==> src/rtl/elevator_pkg.sv <==
// Shared definitions for the elevator controller.
//   DEF_N_FLOORS : default floor count. The one-hot helpers below are sized to it,
//                  so a different floor count is set here, not by overriding the
//                  parameter on one instance.
//   dir_e        : sweep direction (DIR_UP / DIR_DOWN).
//   floor_t      : one-hot floor vector, bit 0 = lowest floor.
//   Helpers      : above_mask, below_mask, lowest_set, highest_set, is_onehot.
package elevator_pkg;

   localparam int DEF_N_FLOORS = 3;

   typedef enum logic {
      DIR_DOWN = 1'b0,
      DIR_UP   = 1'b1
   } dir_e;

   typedef logic [DEF_N_FLOORS-1:0] floor_t;

   // Floors strictly above the (one-hot) floor f.
   function automatic floor_t above_mask(input floor_t f);
      floor_t m;
      logic   seen;
      m    = '0;
      seen = 1'b0;
      for (int i = 0; i < DEF_N_FLOORS; i++) begin
         m[i] = seen;
         if (f[i]) seen = 1'b1;
      end
      return m;
   endfunction

   // Floors strictly below the (one-hot) floor f.
   function automatic floor_t below_mask(input floor_t f);
      floor_t m;
      logic   seen;
      m    = '0;
      seen = 1'b0;
      for (int i = DEF_N_FLOORS - 1; i >= 0; i--) begin
         m[i] = seen;
         if (f[i]) seen = 1'b1;
      end
      return m;
   endfunction

   function automatic floor_t lowest_set(input floor_t v);
      return v & (~v + 1'b1);
   endfunction

   function automatic floor_t highest_set(input floor_t v);
      floor_t r;
      r = '0;
      for (int i = 0; i < DEF_N_FLOORS; i++) begin
         if (v[i]) begin
            r    = '0;
            r[i] = 1'b1;
         end
      end
      return r;
   endfunction

   function automatic logic is_onehot(input floor_t v);
      return (v != '0) && ((v & (v - 1'b1)) == '0);
   endfunction

endpackage

==> src/rtl/button_debounce.sv <==
// Conditions one raw active-low button.
//   clk_50      : clock
//   rst_n       : async active-low reset
//   button_n    : raw button, 1 = released, asynchronous to clk_50
//   press_pulse : one-cycle strobe when a debounced press (1->0) is accepted
module button_debounce #(
   parameter int DEBOUNCE_CYCLES = 4,
   parameter int CNT_W           = 3
) (
   input  logic clk_50,
   input  logic rst_n,
   input  logic button_n,
   output logic press_pulse
);

   // The level is accepted on the DEBOUNCE_CYCLES-th consecutive differing cycle,
   // so the compare is against the count already held, not the incremented one.
   localparam logic [CNT_W-1:0] CNT_LAST = CNT_W'(DEBOUNCE_CYCLES - 1);

   logic             sync1_q;
   logic             sync2_q;
   logic             deb_q;
   logic             deb_d_q;
   logic [CNT_W-1:0] cnt_q;

   always_ff @(posedge clk_50 or negedge rst_n) begin
      if (!rst_n) begin
         sync1_q     <= 1'b1;
         sync2_q     <= 1'b1;
         deb_q       <= 1'b1;
         deb_d_q     <= 1'b1;
         cnt_q       <= '0;
         press_pulse <= 1'b0;
      end else begin
         sync1_q     <= button_n;
         sync2_q     <= sync1_q;
         deb_d_q     <= deb_q;
         press_pulse <= deb_d_q & ~deb_q;
         if (sync2_q == deb_q) begin
            cnt_q <= '0;
         end else if (cnt_q == CNT_LAST) begin
            deb_q <= sync2_q;
            cnt_q <= '0;
         end else begin
            cnt_q <= cnt_q + 1'b1;
         end
      end
   end

endmodule

==> src/rtl/call_request_latch.sv <==
// Button conditioning, per-floor call latch and SCAN target selection.
//   clk_50        : clock
//   rst_n         : async active-low reset
//   button_n      : raw call buttons, active-low
//   sos_mode      : emergency mode; clears and blocks all calls
//   floor_onehot  : current cabin floor, all-zero between floors
//   door_open     : cabin door open
//   moving        : cabin in motion
//   press_pulse   : one-cycle strobe per accepted press
//   req           : pending calls (LEDs)
//   target_valid  : a target is selected
//   target_onehot : selected destination floor
//   dir_up        : sweep direction, 1 = up
module call_request_latch
   import elevator_pkg::*;
#(
   parameter int N_FLOORS        = DEF_N_FLOORS,
   parameter int DEBOUNCE_CYCLES = 4,
   parameter int CNT_W           = 3
) (
   input  logic                clk_50,
   input  logic                rst_n,
   input  logic [N_FLOORS-1:0] button_n,
   input  logic                sos_mode,
   input  logic [N_FLOORS-1:0] floor_onehot,
   input  logic                door_open,
   input  logic                moving,
   output logic [N_FLOORS-1:0] press_pulse,
   output logic [N_FLOORS-1:0] req,
   output logic                target_valid,
   output logic [N_FLOORS-1:0] target_onehot,
   output logic                dir_up
);

   genvar gi;
   generate
      for (gi = 0; gi < N_FLOORS; gi++) begin : g_btn
         button_debounce #(
            .DEBOUNCE_CYCLES (DEBOUNCE_CYCLES),
            .CNT_W           (CNT_W)
         ) u_btn (
            .clk_50      (clk_50),
            .rst_n       (rst_n),
            .button_n    (button_n[gi]),
            .press_pulse (press_pulse[gi])
         );
      end
   endgenerate

   // Clear beats set, so a press at the floor being served is absorbed.
   logic [N_FLOORS-1:0] clr;
   assign clr = floor_onehot & {N_FLOORS{door_open & ~moving}};

   always_ff @(posedge clk_50 or negedge rst_n) begin
      if (!rst_n) begin
         req <= '0;
      end else if (sos_mode) begin
         req <= '0;
      end else begin
         req <= (req | press_pulse) & ~clr;
      end
   end

   dir_e                dir_q;
   dir_e                dir_n;
   logic                tv_n;
   logic [N_FLOORS-1:0] tgt_n;
   floor_t              above_req;
   floor_t              below_req;

   always_comb begin
      tv_n      = target_valid;
      tgt_n     = target_onehot;
      dir_n     = dir_q;
      above_req = req & above_mask(floor_onehot);
      below_req = req & below_mask(floor_onehot);
      if (req == '0) begin
         tv_n  = 1'b0;
         tgt_n = '0;
      end else if (is_onehot(floor_onehot)) begin
         // Between floors (or a corrupt floor code) leaves everything held.
         tv_n = 1'b1;
         if ((req & floor_onehot) != '0) begin
            tgt_n = floor_onehot;
         end else if (dir_q == DIR_UP) begin
            if (above_req != '0) begin
               tgt_n = lowest_set(above_req);
            end else begin
               tgt_n = highest_set(below_req);
               dir_n = DIR_DOWN;
            end
         end else begin
            if (below_req != '0) begin
               tgt_n = highest_set(below_req);
            end else begin
               tgt_n = lowest_set(above_req);
               dir_n = DIR_UP;
            end
         end
      end
   end

   always_ff @(posedge clk_50 or negedge rst_n) begin
      if (!rst_n) begin
         target_valid  <= 1'b0;
         target_onehot <= '0;
         dir_q         <= DIR_UP;
      end else begin
         target_valid  <= tv_n;
         target_onehot <= tgt_n;
         dir_q         <= dir_n;
      end
   end

   assign dir_up = (dir_q == DIR_UP);

   a_floor_code : assert property (@(posedge clk_50) disable iff (!rst_n)
      (floor_onehot == '0) || is_onehot(floor_onehot));

endmodule

==> config.mk <==
export PLATFORM = sky130hd
export DESIGN_NAME = call_request_latch
export DESIGN_NICKNAME = d
export VERILOG_FILES = /design/src/rtl/elevator_pkg.sv /design/src/rtl/button_debounce.sv /design/src/rtl/call_request_latch.sv
export SDC_FILE = /design/constraint.sdc
export NUM_CORES = 1
export LEC_CHECK = 0
export ABC_AREA = 0
export ABC_CLOCK_PERIOD_IN_PS = 2430
export BUFFER_PORTS_ARGS = -buffer_cell sky130_fd_sc_hd__buf_2
export CAP_MARGIN = 20
export CORE_MARGIN = 8
export CORE_UTILIZATION = 54
export DETAILED_ROUTE_END_ITERATION = 8
export HOLD_SLACK_MARGIN = 0.06
export PLACE_DENSITY = 0.77
export SYNTH_ARGS = -nofsm -noshare
export SYNTH_HDL_FRONTEND = slang
export SYNTH_SLANG_ARGS = --single-unit
==> constraint.sdc <==
create_clock -name clk_50 -period 2.43 [get_ports clk_50]
set_input_delay 0.6075 -clock clk_50 [delete_from_list [all_inputs] [get_ports clk_50]]
set_output_delay 0.6075 -clock clk_50 [all_outputs]
set_load 0.03 [all_outputs]
* Word level (Yosys, flattened, before mapping)
Index checks and enable logic that the tools add are counted.
** Storage, ports and cells
- Word-level logic and storage cells :: 93
- Register bits :: 32
- Input port bits :: 11
** Operators by class
- Bitwise gates (word level) :: 23
- Multiplexer cells :: 25
- Reduce and logical (&&, ||, !) cells :: 12
- $add $sub $neg :: 5
- Eq/ne operators :: 6
** Operators by type and width (count)
- two-way mux 3 bit :: 15
- AND 3 bit :: 6
- adder 3 x 1 -> 3 bit (second input constant) :: 4
- nonzero test 3 bit :: 4
- two-way mux 1 bit :: 10
- == test 3 x 2 -> 1 bit (second input constant) :: 3
- NOT 1 bit :: 9
- zero test 3 bit :: 2
- NOT 3 bit :: 2
- AND reduction 2 bit :: 3
- AND 1 bit :: 4
- AND 3 x 2 -> 3 bit :: 1
- == test 1 bit :: 3
- bitwise OR 3 bit :: 1
- AND reduction 3 bit :: 1
- subtractor 3 x 1 -> 3 bit (second input constant) :: 1
- nonzero test 2 bit :: 1
- logical AND 1 bit :: 1

* Depth between registers and ports, before layout
- Depth in word-level cells :: 11
- Gate-level depth with buffers :: 6
- Gate-level depth less buffers :: 4

* Hierarchy
From an unflattened synthesis, not the netlist that was laid out.
** Unflattened totals
- Cell total of the unflattened synthesis :: 116
- Area total of the unflattened synthesis :: 1395.1 µm²
** By module, submodules not included
- button_debounce (g_btn[1].u_btn ...) :: area an instance 285.3 µm², cells an instance 16, seq. area each 205.2 µm², times used 2
- call_request_latch :: area an instance 534.3 µm², cells an instance 68, seq. area each 201.4 µm², times used 1
- button_debounce (g_btn[0].u_btn) :: area an instance 290.3 µm², cells an instance 16, seq. area each 205.2 µm², times used 1

* Worst setup path after synthesis
OpenSTA, ideal clock, no wires.
- Path type :: input port to flip-flop
- Start :: in floor_onehot[1]
- End :: reg target_onehot[1]
- Setup time :: 0.121 ns
- Cell stages on the path :: 4
- Arrival time :: 1.503 ns
- Path buffers :: 1
- Path slack :: 0.806 ns
- Path through :: buf_2 a222oi_1 o211ai_1 a22o_1
** Between the ends
- Longest elaborated chain between the ends :: 8
- Elaborated cells on any way between the ends :: 20
- Classes of those cells :: add/sub (1); mux (8); bitwise (4); reduce/logical (7)
** Ends and longest elaborated chain
- start, declared :: line call_request_latch.sv:25 : input logic [N_FLOORS-1:0] floor_onehot,
- two-way mux 1 bit, on equally long branches :: line elevator_pkg.sv:40, elevator_pkg.sv:27
- AND 3 x 2 -> 3 bit / AND 3 bit (equally long branches) :: line call_request_latch.sv:76, call_request_latch.sv:75
- nonzero test 3 bit, on equally long branches :: line call_request_latch.sv:93, call_request_latch.sv:86
- two-way mux 3 bit, on equally long branches :: line call_request_latch.sv:93, call_request_latch.sv:86
- two-way mux 3 bit :: line call_request_latch.sv:85 : end else if (dir_q == DIR_UP) begin
- two-way mux 3 bit :: line call_request_latch.sv:83 : if ((req & floor_onehot) != '0) begin
- two-way mux 3 bit :: line call_request_latch.sv:80 : end else if (is_onehot(floor_onehot)) begin
- two-way mux 3 bit :: line call_request_latch.sv:77 : if (req == '0) begin
- end signal, assigned :: line call_request_latch.sv:110 : target_onehot <= tgt_n;
- end, declared :: line call_request_latch.sv:31 : output logic [N_FLOORS-1:0] target_onehot,
Parallel ways exist; a longest one is shown, timed or not. The select of a mux whose other input is x is not followed.
A chain may end at the register's enable or synchronous reset.

* Final worst setup path
- Start :: reg dir_q, in the netlist dir_up
- End :: out dir_up
** RTL lines
- start, declared :: line call_request_latch.sv:64 : dir_e dir_q;
- start signal, assigned :: line call_request_latch.sv:111 : dir_q <= dir_n;
- end, declared :: line call_request_latch.sv:32 : output logic dir_up
No word-level cell between the ends.

==> results.tsv <==
stage	metric	value	unit
route	drtAntennaViolNets	0	
cells_and_area	fill_cells	191	
sta	hold_viol	0	
logic_synthesis	synth_area_leaders	dfrtp_1, dfstp_2, nor2b_1, nor2_1, ha_1	
cells_and_area	nNetsFinal	153	
setup_path	timing.rr.start	req[2]$_DFF_PN0_	
floorplan	die_area	4470	um^2
flow_run	cap_viol_max_count	0	
floorplan	ioPinCount	22	
route	drtPass1Iterations	4	
logic_synthesis	synth_edf_count	0	
logic_synthesis	syn_inst	122	
cells_and_area	syn_to_final_growth	10.8	%
clocking	cts_resized	0	
pwr	combinationalPowerShare	31.5	%
floorplan	chipHeight	66.8	um
sta	setup_viol	0	
setup_path	cpPeakStageDelay	0.63	ns
min_path	hp-class	in2async	
pwr	power_frac_clock	20.8	%
global_route	grt_max_degree	33	
clocking	cts_hold_buf	0	
clocking	postCtsSetupRepairBufs	0	
pwr	netSwitchingPower	667	uW
logic_synthesis	syn_nets	136	
route	vias_per_cell	5.71	
pwr	netSwitchingFraction	35.8	%
setup_path	critPathBufInv	1	
clocking	clk_latency	0.33	ns
sta	timing.fmax	556	MHz
clocking	cts_tree	yes	
pwr	sequentialPowerShare	47.8	%
logic_synthesis	ys_types	33	
floorplan	placementRows	18	
setup_path	reg2regPathDepth	4	
global_route	antenna_found_initial	0	
sta	period_needed	1.80	ns
floorplan	core_area	2450	um^2
route	routedWlPerCell	14.1	um
global_route	grt_pass1_vias	901	
sta	slew_headroom	56.0	%
setup_path	r2r_end	target_onehot[1]$_DFFE_PN0P_	
cells_and_area	diodes	0	
sta	slew_violations	0	
logic_synthesis	ys_seq_elements	32	
placed_design	gp_congestion	0.884	
setup_path	crit_chain	buf_2	
placed_design	dp_cells	162	
sta	period_share	74.0	%
setup_path	path_delay_family	flip-flops	
cells_and_area	final_cells	170	
clocking	path_clk_slew	0.10	ns
logic_synthesis	ys_seq_area_share	58.6	%
route	routed_wl	2400	um
sta	worstMarginPinSlew	0.660	ns
logic_synthesis	synth_area	1400	um^2
logic_synthesis	yosysTopAreaCellShare	34.1	%
pwr	p_per_area	1200	nW/um^2
clocking	clk_root_buffer_cell	clkbuf_4	
setup_path	cp_data_required_time	1.82	ns
run_status	status	completed	
route	drc	0	
sta	finClkSkew	0.00658	ns
sta	whs	0.302	ns
setup_path	regToRegSetupSlack	0.88	ns
clocking	cts_buffers	5	
logic_synthesis	async_reset_ff_share	100	%
floorplan	die_w	66.8	um
pwr	p_leak	0.700	nW
logic_synthesis	yosysWarnings	0	
pwr	p_int	1.19	mW
clocking	cts.sinks	32	
sta	rsz0062_at_grt	false	
cells_and_area	drive_gt1_share	31.4	%
route	vias	971	
clocking	clk_path_buf_depth	2	
pwr	ir_worst_vdd	0.000744	V
placed_design	dp_hpwl	1640	um
logic_synthesis	ys.flop_type	dfrtp_1	
placed_design	io_buffers	21	
floorplan	start_util	56.8	%
setup_path	path_class	reg2out	
setup_path	end_kind	primary output	
setup_path	crit_path_start_kind	flop	
global_route	grt_remaining_overflow	0	
logic_synthesis	syn_area_per_cell	11.4	um^2
global_route	grt_pass1_wl	4040	um
clocking	htreeDepth	2	
logic_synthesis	synth_top_cell_by_area	dfrtp_1	
global_route	grt_util_all_layers	12.2	%
setup_path	cp_slowest_cell	dfstp_2	
setup_path	critPathMaxFanout	9	
sta	totalNegativeSetupSlack	0	ns
cells_and_area	fin_util	62.9	%
route	drt_iter0_markers	129	
setup_path	crit_arrival	1.19	ns
-- Yosys cell counts (2+ instances only) --
library cell and number:
xnor2_1 3, nand3b_1 3, nand3_1 2, a21oi_1 3, dfrtp_1 19, o211ai_1 3
nor3_1 6, a22o_1 2, dfstp_2 13, clkbuf_1 2, mux2_2 3, a211oi_1 3
nor3b_1 4, nand2_1 4, nor2_1 11, buf_2 4, o21ai_1 4, buf_4 4
ha_1 3, o22ai_1 2, nor2b_1 9, o21ai_0 4
-- metrics by stage --
step,worst slack (ns),instance area (um^2),total power [mW]
final,0.632,1550,1.86
after global routing,0.568,1550,2.00
after CTS,0.616,1550,1.89
after detailed placement,0.604,1470,1.49
after global placement,0.662,1470,1.47
after floorplan,0.806,1400,1.37
-- cell usage in the layout (no fill, tap or decap), types with 2 or more instances in the layout --
| master | count |
|---|---|
| nor3_1 | 6 |
| a21oi_1 | 3 |
| ha_1 | 3 |
| o22ai_1 | 2 |
| xnor2_1 | 3 |
| nor3b_1 | 4 |
| a22o_1 | 2 |
| clkbuf_4 | 5 |
| nor2b_1 | 9 |
| nand2_1 | 4 |
| dfstp_2 | 13 |
| nor2_1 | 11 |
| nand3_1 | 2 |
| mux2_2 | 3 |
| buf_2 | 21 |
| a211oi_1 | 3 |
| o211ai_1 | 3 |
| o21ai_0 | 4 |
| o21ai_1 | 4 |
| nand3b_1 | 3 |
| dfrtp_1 | 19 |
-- final cells by class --
class                           instances  area [um^2]  area share [%]
Sequential cell                        32          817            52.9
Multi-Input combinational cell         78          505            32.7
Timing Repair Buffer                   21          105            6.80
Clock buffer                            6         41.3            2.67
Tap cell                               30         37.5            2.43
Clock inverter                          2         35.0            2.27
Inverter                                1         3.75           0.243
-- routing by layer --
| metal | vias to the layer above | GRT usage (%) | wire [um] |
|---|---|---|---|
| li1 | 459 | - | - |
| met1 | 462 | 13.3 | 997 |
| met2 | 44 | 19.2 | 1170 |
| met3 | 6 | 5.70 | 203 |
| met4 | 0 | 6.40 | 31 |
| met5 | - | 0 | 0 |
-- flip-flops by register name, indices dropped and copies added (netlist names), 3 cells and up --
name / cells
g_btn.u_btn.deb_q: 3
g_btn.u_btn.sync2_q: 3
req: 3
g_btn.u_btn.cnt_q: 9
g_btn.u_btn.sync1_q: 3
g_btn.u_btn.deb_d_q: 3
g_btn.u_btn.press_pulse: 3
target_onehot: 3
-- cell families after synthesis --
family | count (synthesis) | synth area share (%)
AND/OR/NAND/NOR | 42 | 16.2
flip-flops | 32 | 58.6
AO/OA/AOI/OAI | 26 | 12.4
buffers and inverters | 12 | 5.20
XOR/XNOR | 4 | 2.51
multiplexers | 3 | 2.42
adder cells (fa/ha/maj) | 3 | 2.69
-- power groups by stage --
stage                     logic (mW)  clock network, mW  registers (mW)
after global placement         0.581                  0           0.886
after floorplan                0.452                  0           0.919
after CTS                      0.594              0.405           0.889
after detailed placement       0.591                  0           0.896
final                          0.586              0.387           0.889
after global routing           0.652              0.429           0.916
-- how the worst max path moves through the flow --
stage	to	from	cells past startpoint
floorplan	target_onehot[1]$_DFFE_PN0P_	floor_onehot[1]	4
global placement	target_onehot[1]$_DFFE_PN0P_	floor_onehot[1]	4
detailed placement	target_onehot[2]$_DFFE_PN0P_	floor_onehot[1]	4
CTS	dir_up	dir_up$_DFFE_PN1P_	1
global route	req[1]	req[1]$_DFF_PN0_	1
finish	dir_up	dir_up$_DFFE_PN1P_	1
(Power assumes the default switching activity.)
